$ cat config.mk
export PLATFORM = sky130hd
export DESIGN_NAME = shift_seq
export DESIGN_NICKNAME = d
export VERILOG_FILES = /design/src/rtl/shift_pkg.sv /design/src/rtl/shift_step.sv /design/src/rtl/shift_seq.sv
export SDC_FILE = /design/constraint.sdc
export NUM_CORES = 1
export LEC_CHECK = 0
export ABC_CLOCK_PERIOD_IN_PS = 2300
export BUFFER_PORTS_ARGS = -buffer_cell sky130_fd_sc_hd__buf_2
export CORE_ASPECT_RATIO = 0.6
export CORE_UTILIZATION = 50
export CTS_CLUSTER_SIZE = 24
export DETAILED_ROUTE_END_ITERATION = 8
export GPL_TIMING_DRIVEN = 0
export HOLD_SLACK_MARGIN = 0.02
export PLACE_DENSITY = 0.8
export SETUP_SLACK_MARGIN = 0.5
export SYNTH_ARGS = -nofsm -noshare
export SYNTH_HDL_FRONTEND = slang
export SYNTH_HIERARCHICAL = 1
export SYNTH_SLANG_ARGS = --single-unit
$ cat constraint.sdc
create_clock -name clk -period 2.3 [get_ports clk]
set_input_delay 0.115 -clock clk [delete_from_list [all_inputs] [get_ports clk]]
set_output_delay 0.115 -clock clk [all_outputs]
set_load 0.02 [all_outputs]
$ cat src/rtl/shift_pkg.sv
// Shared definitions for the sequential shift unit.
// Rotate support is selected with the SHIFT_SEQ_ROT_EN macro.
package shift_pkg;

  localparam int SHIFT_WIDTH = 32;
  localparam int SHIFT_AMT_W = 5;

  localparam logic [1:0] OP_SRL = 2'b00;
  localparam logic [1:0] OP_SLL = 2'b01;
  localparam logic [1:0] OP_SRA = 2'b10;
  localparam logic [1:0] OP_ROR = 2'b11;

  typedef enum logic [1:0] {
    IDLE,
    SHIFT,
    DONE
  } state_t;

endpackage

$ cat src/rtl/shift_step.sv
// Single-position shift step; rotate arm exists only with SHIFT_SEQ_ROT_EN.
// Without the macro, op 11 falls through to the logical-right default.
module shift_step
  import shift_pkg::*;
#(
  parameter int WIDTH = SHIFT_WIDTH
) (
  input  logic [WIDTH-1:0] acc,
  input  logic [1:0]       op,
  output logic [WIDTH-1:0] nxt
);

  always_comb begin
    nxt = {1'b0, acc[WIDTH-1:1]};
    case (op)
      OP_SLL: nxt = {acc[WIDTH-2:0], 1'b0};
      OP_SRA: nxt = {acc[WIDTH-1], acc[WIDTH-1:1]};
`ifdef SHIFT_SEQ_ROT_EN
      OP_ROR: nxt = {acc[0], acc[WIDTH-1:1]};
`else
      OP_ROR: nxt = {1'b0, acc[WIDTH-1:1]};
`endif
      default: nxt = {1'b0, acc[WIDTH-1:1]};
    endcase
  end

endmodule

$ cat src/rtl/shift_seq.sv
// Multi-cycle shift unit: one bit position per clock, done pulse on result.
// Optional rotate-right is enabled by defining SHIFT_SEQ_ROT_EN.
module shift_seq
  import shift_pkg::*;
#(
  parameter int WIDTH = SHIFT_WIDTH,
  parameter int AMT_W = SHIFT_AMT_W
) (
  input  logic             clk,
  input  logic             rst,
  input  logic             start,
  input  logic [WIDTH-1:0] num,
  input  logic [AMT_W-1:0] amt,
  input  logic [1:0]       op,
  output logic             busy,
  output logic             done,
  output logic [WIDTH-1:0] out
);

  state_t           state;
  state_t           state_nxt;
  logic [WIDTH-1:0] acc;
  logic [WIDTH-1:0] acc_step;
  logic [AMT_W-1:0] cnt;
  logic [1:0]       op_q;

  shift_step #(.WIDTH(WIDTH)) u_step (
    .acc (acc),
    .op  (op_q),
    .nxt (acc_step)
  );

  always_comb begin
    state_nxt = state;
    case (state)
      IDLE: begin
        if (start) begin
          state_nxt = (amt == '0) ? DONE : SHIFT;
        end
      end
      SHIFT: begin
        if (cnt == AMT_W'(1)) state_nxt = DONE;
      end
      DONE:    state_nxt = IDLE;
      default: state_nxt = IDLE;
    endcase
  end

  always_ff @(posedge clk or posedge rst) begin
    if (rst) state <= IDLE;
    else     state <= state_nxt;
  end

  // done and out are registered, so they appear the cycle after DONE
  always_ff @(posedge clk or posedge rst) begin
    if (rst) begin
      acc  <= '0;
      cnt  <= '0;
      op_q <= OP_SRL;
      out  <= '0;
      done <= 1'b0;
    end else begin
      done <= (state == DONE);
      if (state == DONE) out <= acc;
      if (state == IDLE && start) begin
        acc  <= num;
        cnt  <= amt;
        op_q <= op;
      end else if (state == SHIFT) begin
        acc <= acc_step;
        cnt <= cnt - AMT_W'(1);
      end
    end
  end

  assign busy = (state != IDLE);

endmodule

==> metrics.md, run 1 <==
| Metric | Value |
|---|---|
| Clock root cell | `clkbuf_16` |
| Nets | `~460` |
| Die extent in y | `68.74 um` |
| Max_slew headroom | `66.20%` |
| Pre-antenna DRT Iters | `5` |
| Mean number of vias per cell | `a little under 6` |
| Synth warn | `6` |
| Mapped cell area | `about 3700 um^2` |
| Finished Core Util | `67.34%` |
| Fillers | `around 530` |
| Antenna violations before repair | `0` |
| Die area | `roughly 7800 um^2` |
| WP data arrival | `about 2.0 ns` |
| Gpl congestion | `just over 0.8` |
| Max_cap viols | `0` |
| Sink Count | `74` |
| Max Fclk | `between 500 and 600 MHz` |
| GRT Overall Usage | `roughly 25%` |
| Initial Util | `53.73%` |
| Reg2Reg Setup Slack | `slightly above 0.5 ns` |
| Non-Filler Instances | `around 500` |
| DRT iter0 DRCs | `about 190` |
| Crit path largest cell delay | `between 0.3 and 0.4 ns` |
| Longest Clk Path Bufs | `2` |
| Worst Setup Start Kind | `flop` |
| RR Endpoint | `acc[6]` |
| FF-to-FF path depth | `8` |
| Seq/Total Area, Yosys | `approximately 50%` |
| Setup TNS | `0 ns` |
| Syn nets | `roughly 370` |
| H-tree Lvls | `3` |
| TritonCTS clock tree | `yes` |
| Final hold viol count | `0` |
| Wirelength per Cell | `17.99 um` |
| Syn avg cell area | `~12 um^2` |
| Final hold slack | `roughly 0.046 ns` |
| Launch point of the critical path | `op_q[0]` |
| Row count | `23` |
| # diodes | `0` |
| I/O pin cnt | `76` |
| Final worst path period share | `roughly four fifths` |
| Peak VDD IR | `0.8273 mV` |
| Netlist cell types | `36` |
| Most common cell on crit path | `buf_6` |
| Tmin final | `between 1.5 and 2 ns` |
| Hold path cells | `3` |
| Routed wire length | `roughly 9.1 mm` |
| CTS buffer count | `9` |
| CP endpoint kind | `flop` |
| Placed Instance Area | `about 4200 um^2` |
| Share of post-route cells with drive strength above 1 | `a little under two fifths` |
| Post-route design area | `4651 um^2` |
| Layout Skew | `roughly 0.0043 ns` |
| Final total power | `6.456 mW` |
| Critical path peak fanout | `10` |
| Final max-slew violation count | `0` |
| Slew @ Worst Pin | `approximately 0.51 ns` |
| Placed wire-length estimate | `about 6.4 mm` |
| WHS Endpoint | `acc[21]` |
| Area Overhead vs Synth | `25.32%` |
| Core Area | `a little under 7000 um^2` |
| Final worst slack | `0.5034 ns` |
| Crit path cell chain | `inv_2, ha_4, or2_1, buf_6, buf_6, a22o_1, a22oi_1, o21ai_1` |
| PwrDens | `between 1000 and 1500 nW/um^2` |
| Residual DRC | `0` |
| Routed vias | `a little under 3,000` |
| Top delay family on crit path | `compound AO/OA/AOI/OAI gates` |
| Status | `finished clean` |
| Final ANT Viol Nets | `0` |
| First-pass GRT wire length | `14.33 mm` |
| Largest net degree at the start of global routing | `34` |
| Worst Path Buf+Inv | `3` |
| Vias in the first global route | `between 2,000 and 3,000` |
| Crit-path slowest cell | `dfrtp_1` |
| Worst Path Required | `2.51 ns` |
| Pleak | `approximately 2.4 nW` |
| IO Port Bufs | `74` |
| Clock Pin Slew Worst Setup and Hold Paths | `0.06 ns` |
| Final setup fails | `0` |
| Total grt overflow | `0` |
| FF+latch count, synth | `74` |
| Critical path class | `flop to flop` |
| Hold_sp | `num[21]` |
| Post-Place Cells | `483` |
| Synth Instances | `320` |
| R2r startpoint | `op_q[0]` |
| Hold Crit Class | `input pin to flop` |
| RSZ-0062 raised after global routing | `true` |
| Later-pin clock latency in the skew report | `0.34 ns` |
| Setup WS pre-CTS | `0.4707 ns` |
| Die Wd | `about 110 um` |
## worst min-delay path, cell delays in order
cell	delay, ns
buf_2	0.07
a22oi_1	0.05
o21ai_1	0.11
## cells in the mapped netlist
cell        n  area share, %
o21ai_0     2           0.27
ha_1        4            1.3
nand2_1    33            3.3
inv_4       1           0.17
a22oi_1    33            6.7
o22ai_1     1           0.17
and2_1      2           0.34
mux2i_1     1           0.27
a2bb2oi_1   2           0.47
o21bai_2    1           0.30
nor3b_1     2           0.40
a21oi_1     3           0.40
o21ai_1    35            4.7
inv_1       8           0.81
nand3_1     3           0.40
mux2_1      5            1.5
nand2_4     1           0.30
inv_2       1           0.10
buf_6      10            3.0
nand2b_1    1           0.17
or3_1       2           0.34
a32oi_1     2           0.47
mux2_4     29             12
nor3_1      1           0.13
a22o_1     30            7.1
clkbuf_1    4           0.40
nor3b_2     1           0.34
o2bb2ai_1   2           0.47
buf_2      11            1.5
dfrtp_1    74             50
nor2b_1     4           0.67
o31a_1      1           0.24
or2_1       1           0.17
buf_4       3           0.61
nor2_1      5           0.51
nor4b_1     1           0.24
## how the worst max path moves through the flow
stage | endpoint | slack, ns | depth (start not counted)
global placement | acc[12] | 0.49 | 8
CTS | acc[26] | 0.53 | 8
floorplan | acc[1] | 0.63 | 8
global route | acc[26] | 0.48 | 8
finish | acc[6] | 0.50 | 8
detailed placement | acc[12] | 0.47 | 8
## placed cells by master, fill, tap and decap left out, drive strengths merged, types with 2 or more instances in the layout
| master | netlist | final |
|---|---|---|
| a22oi | 33 | 33 |
| mux2 | 34 | 34 |
| a22o | 30 | 30 |
| dfrtp | 74 | 74 |
| a32oi | 2 | 2 |
| and2 | 2 | 2 |
| inv | 10 | 9 |
| nand3 | 3 | 3 |
| dlygate4sd3 | 0 | 3 |
| o2bb2ai | 2 | 2 |
| o21ai | 37 | 37 |
| clkinvlp | 0 | 2 |
| a21oi | 3 | 3 |
| clkinv | 0 | 2 |
| ha | 4 | 4 |
| or3 | 2 | 2 |
| bufinv | 0 | 2 |
| nor2b | 4 | 4 |
| clkbuf | 4 | 15 |
| nand2 | 34 | 34 |
| nor3b | 3 | 3 |
| nor2 | 5 | 5 |
| buf | 24 | 102 |
| a2bb2oi | 2 | 2 |
## power by group
part	switching (mW)	internal, mW
clock	0.521	0.974
combinational	1.51	1.34
sequential	0.383	1.73
## state kept, by name, summed over array words and instances, names as in the netlist
register,count
done,1
state,2
acc,32
out,32
op_q,2
cnt,5
## layout make-up
| cell class | instances | area, um^2 | area share (%) |
|---|---|---|---|
| well taps | 87 | 108.9 | 2.341 |
| clock inverters | 5 | 77.57 | 1.668 |
| flip-flops and latches | 74 | 1852 | 39.82 |
| multi-input cells | 208 | 1654 | 35.57 |
| repair buffers | 81 | 455.4 | 9.793 |
| clock buffers | 11 | 242.7 | 5.219 |
| plain buffers | 28 | 216.5 | 4.654 |
| inverters | 10 | 43.79 | 0.9416 |
## cells by family after synthesis
family / share of synthesized area (%)
compound gates: 21.27
flops: 49.90
simple gates: 7.350
buf+inv: 6.608
mux: 13.52
fa+ha+maj: 1.349
## routing by layer
| layer | vias to the layer above | share of wire, % | GRT usage, % |
|---|---|---|---|
| met5 | - | 0 | 0 |
| met1 | 1460 | 48 | 35.24 |
| li1 | 1360 | - | - |
| met4 | 0 | 1.6 | 8.882 |
| met3 | 16 | 7.5 | 7.168 |
| met2 | 132 | 42 | 37.19 |
## repair_timing
item,4_1_cts,5_1_grt
hold buffers,3,0
endpoints found under the hold margin,45,0
gates resized for setup,1,14
setup buffers,1,1
pin swaps,0,4
setup endpoints to repair,27,30
Power figures use the tool's default switching activity.
==> run 2, diff against run 1 <==
Settings changed: ABC_CLOCK_PERIOD_IN_PS 2300 to 1600, CORE_UTILIZATION 50 to 49, PLACE_DENSITY 0.8 to 0.81.
Clock period 2.3 ns to 1.6 ns, I/O delays scaled along.
==> metrics.md, run 2 (synthesis gave the netlist of run 1 again) <==
| Metric | Value |
|---|---|
| Final worst path period share | `113.8%` |
| Residual DRC | `0` |
| PwrDens | `roughly 2000 nW/um^2` |
| Largest registers | `acc (32), out (32), cnt (5)` |
| Clock power frac | `~20%` |
| Setup TNS | `-5.374 ns` |
| Routed wire length | `around 11 mm` |
| NetSw | `4.108 mW` |
| R2r startpoint | `op_q[0]` |
| Antenna violations before repair | `0` |
| Crit path largest cell delay | `roughly 0.40 ns` |
| Worst Setup Start Kind | `flop` |
| RSZ-0062 raised after global routing | `true` |
| Mean number of vias per cell | `between 5 and 6` |
| Hold Crit Class | `input pin to flop` |
| Vias in the first global route | `3,172` |
| Wirelength per Cell | `19.77 um` |
| Initial Util | `around half` |
| Final hold slack | `0.01698 ns` |
| Nets | `~490` |
| Switching part of the total power | `38.24%` |
| Crit path to | `acc[19]` |
| Non-Filler Instances | `552` |
| WP data arrival | `about 2.0 ns` |
| Routed vias | `3,215` |
| CP endpoint kind | `flop` |
| Largest net degree at the start of global routing | `32` |
| FF-to-FF path depth | `8` |
| Longest Clk Path Bufs | `2` |
| Final ANT Viol Nets | `0` |
| Die extent in y | `roughly 69 um` |
| Final worst slack | `-0.2212 ns` |
| Tmin final | `1.821 ns` |
| Total grt overflow | `0` |
| Die area | `just under 8000 um^2` |
| Clock Pin Slew Worst Setup and Hold Paths | `0.06 ns` |
| DRT iter0 DRCs | `249` |
| Most frequent cells in the layout | `buf_2 (77), dfrtp_1 (73), o21ai_1 (35)` |
| Combinational share of power | `between 50% and 60%` |
| Max_cap viols | `0` |
| Pre-antenna DRT Iters | `5` |
| Placed wire-length estimate | `around 6.6 mm` |
| Final hold viol count | `0` |
| I/O pin cnt | `76` |
| H-tree Lvls | `3` |
| Pleak | `between 2 and 3 nW` |
| Later-pin clock latency in the skew report | `roughly 0.34 ns` |
| Final setup fails | `31` |
| Final total power | `about 11 mW` |
| Max_slew headroom | `between 50 and 60%` |
| # diodes | `0` |
| Reg2Reg Setup Slack | `-0.22 ns` |
| Sequential share of power | `between 20% and 30%` |
| Post-Place Cells | `500` |
| TritonCTS clock tree | `yes` |
| Die Wd | `roughly 110 um` |
| Critical path class | `flop to flop` |
| CTS buffer count | `9` |
| GRT Overall Usage | `between 20 and 30%` |
| Area Overhead vs Synth | `45.15%` |
| RR Endpoint | `acc[19]` |
| Critical path peak fanout | `10` |
| Max Fclk | `between 500 and 600 MHz` |
| First-pass GRT wire length | `16.84 mm` |
| IO Port Bufs | `74` |
| Slew @ Worst Pin | `0.6350 ns` |
| Worst Path Required | `between 1.5 and 2 ns` |
| Crit-path slowest cell | `dfrtp_1` |
| Row count | `24` |
| Core Area | `around 7300 um^2` |
| Status | `finished, violations left` |
| Share of post-route cells with drive strength above 1 | `50.45%` |
| Sink Count | `74` |
| Gpl congestion | `between 0.8 and 0.9` |
| Violated checks | `setup timing` |
| Clock root cell | `clkbuf_16` |
| Commonest non-fill, non-tap cell in the layout | `buf_2` |
| Launch point of the critical path | `op_q[0]` |
| Hold_sp | `num[1]` |
| Layout Skew | `0.008044 ns` |
| Peak VDD IR | `about 1.1 mV` |
| Finished Core Util | `between 70% and 80%` |
| Final max-slew violation count | `0` |
| Crit path cell chain | `inv_2, ha_4, or2_1, buf_6, buf_8, a22o_1, a22oi_1, o21ai_1` |
| Cell Int Power | `approximately 6.6 mW` |
[run 2: final cells by class]
cell class | instances | area, um^2
fillers | 482 | 1911
well taps | 104 | 130.1
plain buffers | 28 | 297.8
flip-flops and latches | 74 | 1853
inverters | 10 | 53.80
multi-input cells | 208 | 1889
clock inverters | 5 | 78.83
clock buffers | 11 | 232.7
repair buffers | 112 | 850.8
[run 2: layer usage]
| metal | GRT usage, % | vias to the layer above | share of wire, % |
|---|---|---|---|
| met3 | 6.993 | 18 | 7.7 |
| li1 | - | 1424 | - |
| met4 | 7.648 | 0 | 1.1 |
| met2 | 41.68 | 170 | 45 |
| met5 | 0 | - | 0 |
| met1 | 41.87 | 1603 | 46 |
[run 2: worst min-delay path by stage]
| stage | to | slack (ns) | cells after the start |
|---|---|---|---|
| 2_1_floorplan | op_q[1] | 0.21 | 1 |
| 3_3_place_gp | op_q[1] | 0.30 | 2 |
| 3_5_place_dp | out[23] | 0.13 | 2 |
| 4_1_cts | acc[29] | 0.02 | 3 |
| 5_1_grt | acc[1] | 0.03 | 3 |
| 6_report | acc[1] | 0.02 | 3 |
[run 2: through the flow]
step	area [um^2]	setup WS [ns]
final	5386	-0.2212
after detailed placement	4315	-0.2341
after floorplan	3775	-0.07132
after CTS	5156	-0.1514
after global placement	4275	-0.1774
after global routing	5386	-0.2651
[run 2: power by group through the flow]
stage | Combinational (mW) | Sequential, mW | Clock, mW
6_report | 5.48 | 3.12 | 2.13
5_1_grt | 5.79 | 3.19 | 2.23
4_1_cts | 4.85 | 3.07 | 2.14
3_5_place_dp | 3.95 | 3.06 | 0
3_3_place_gp | 3.79 | 3.02 | 0
2_1_floorplan | 2.83 | 3.13 | 0
[run 2: critical path: cells and delay by family, from the launching register on]
kind                     cells  cell delay, ns
buffers and inverters        3            0.36
AO/OA/AOI/OAI                3            0.46
AND/OR/NAND/NOR              1            0.23
adder cells (fa/ha/maj)      1            0.21
flip-flops                   1            0.40
[run 2: timing repair]
item,CTS,global route
buffers inserted,17,6
endpoints found under the setup margin,74,74
pin swaps,19,17
gates cloned,5,1
hold buffers,7,0
endpoints found under the hold margin,23,0
resized for setup,55,31
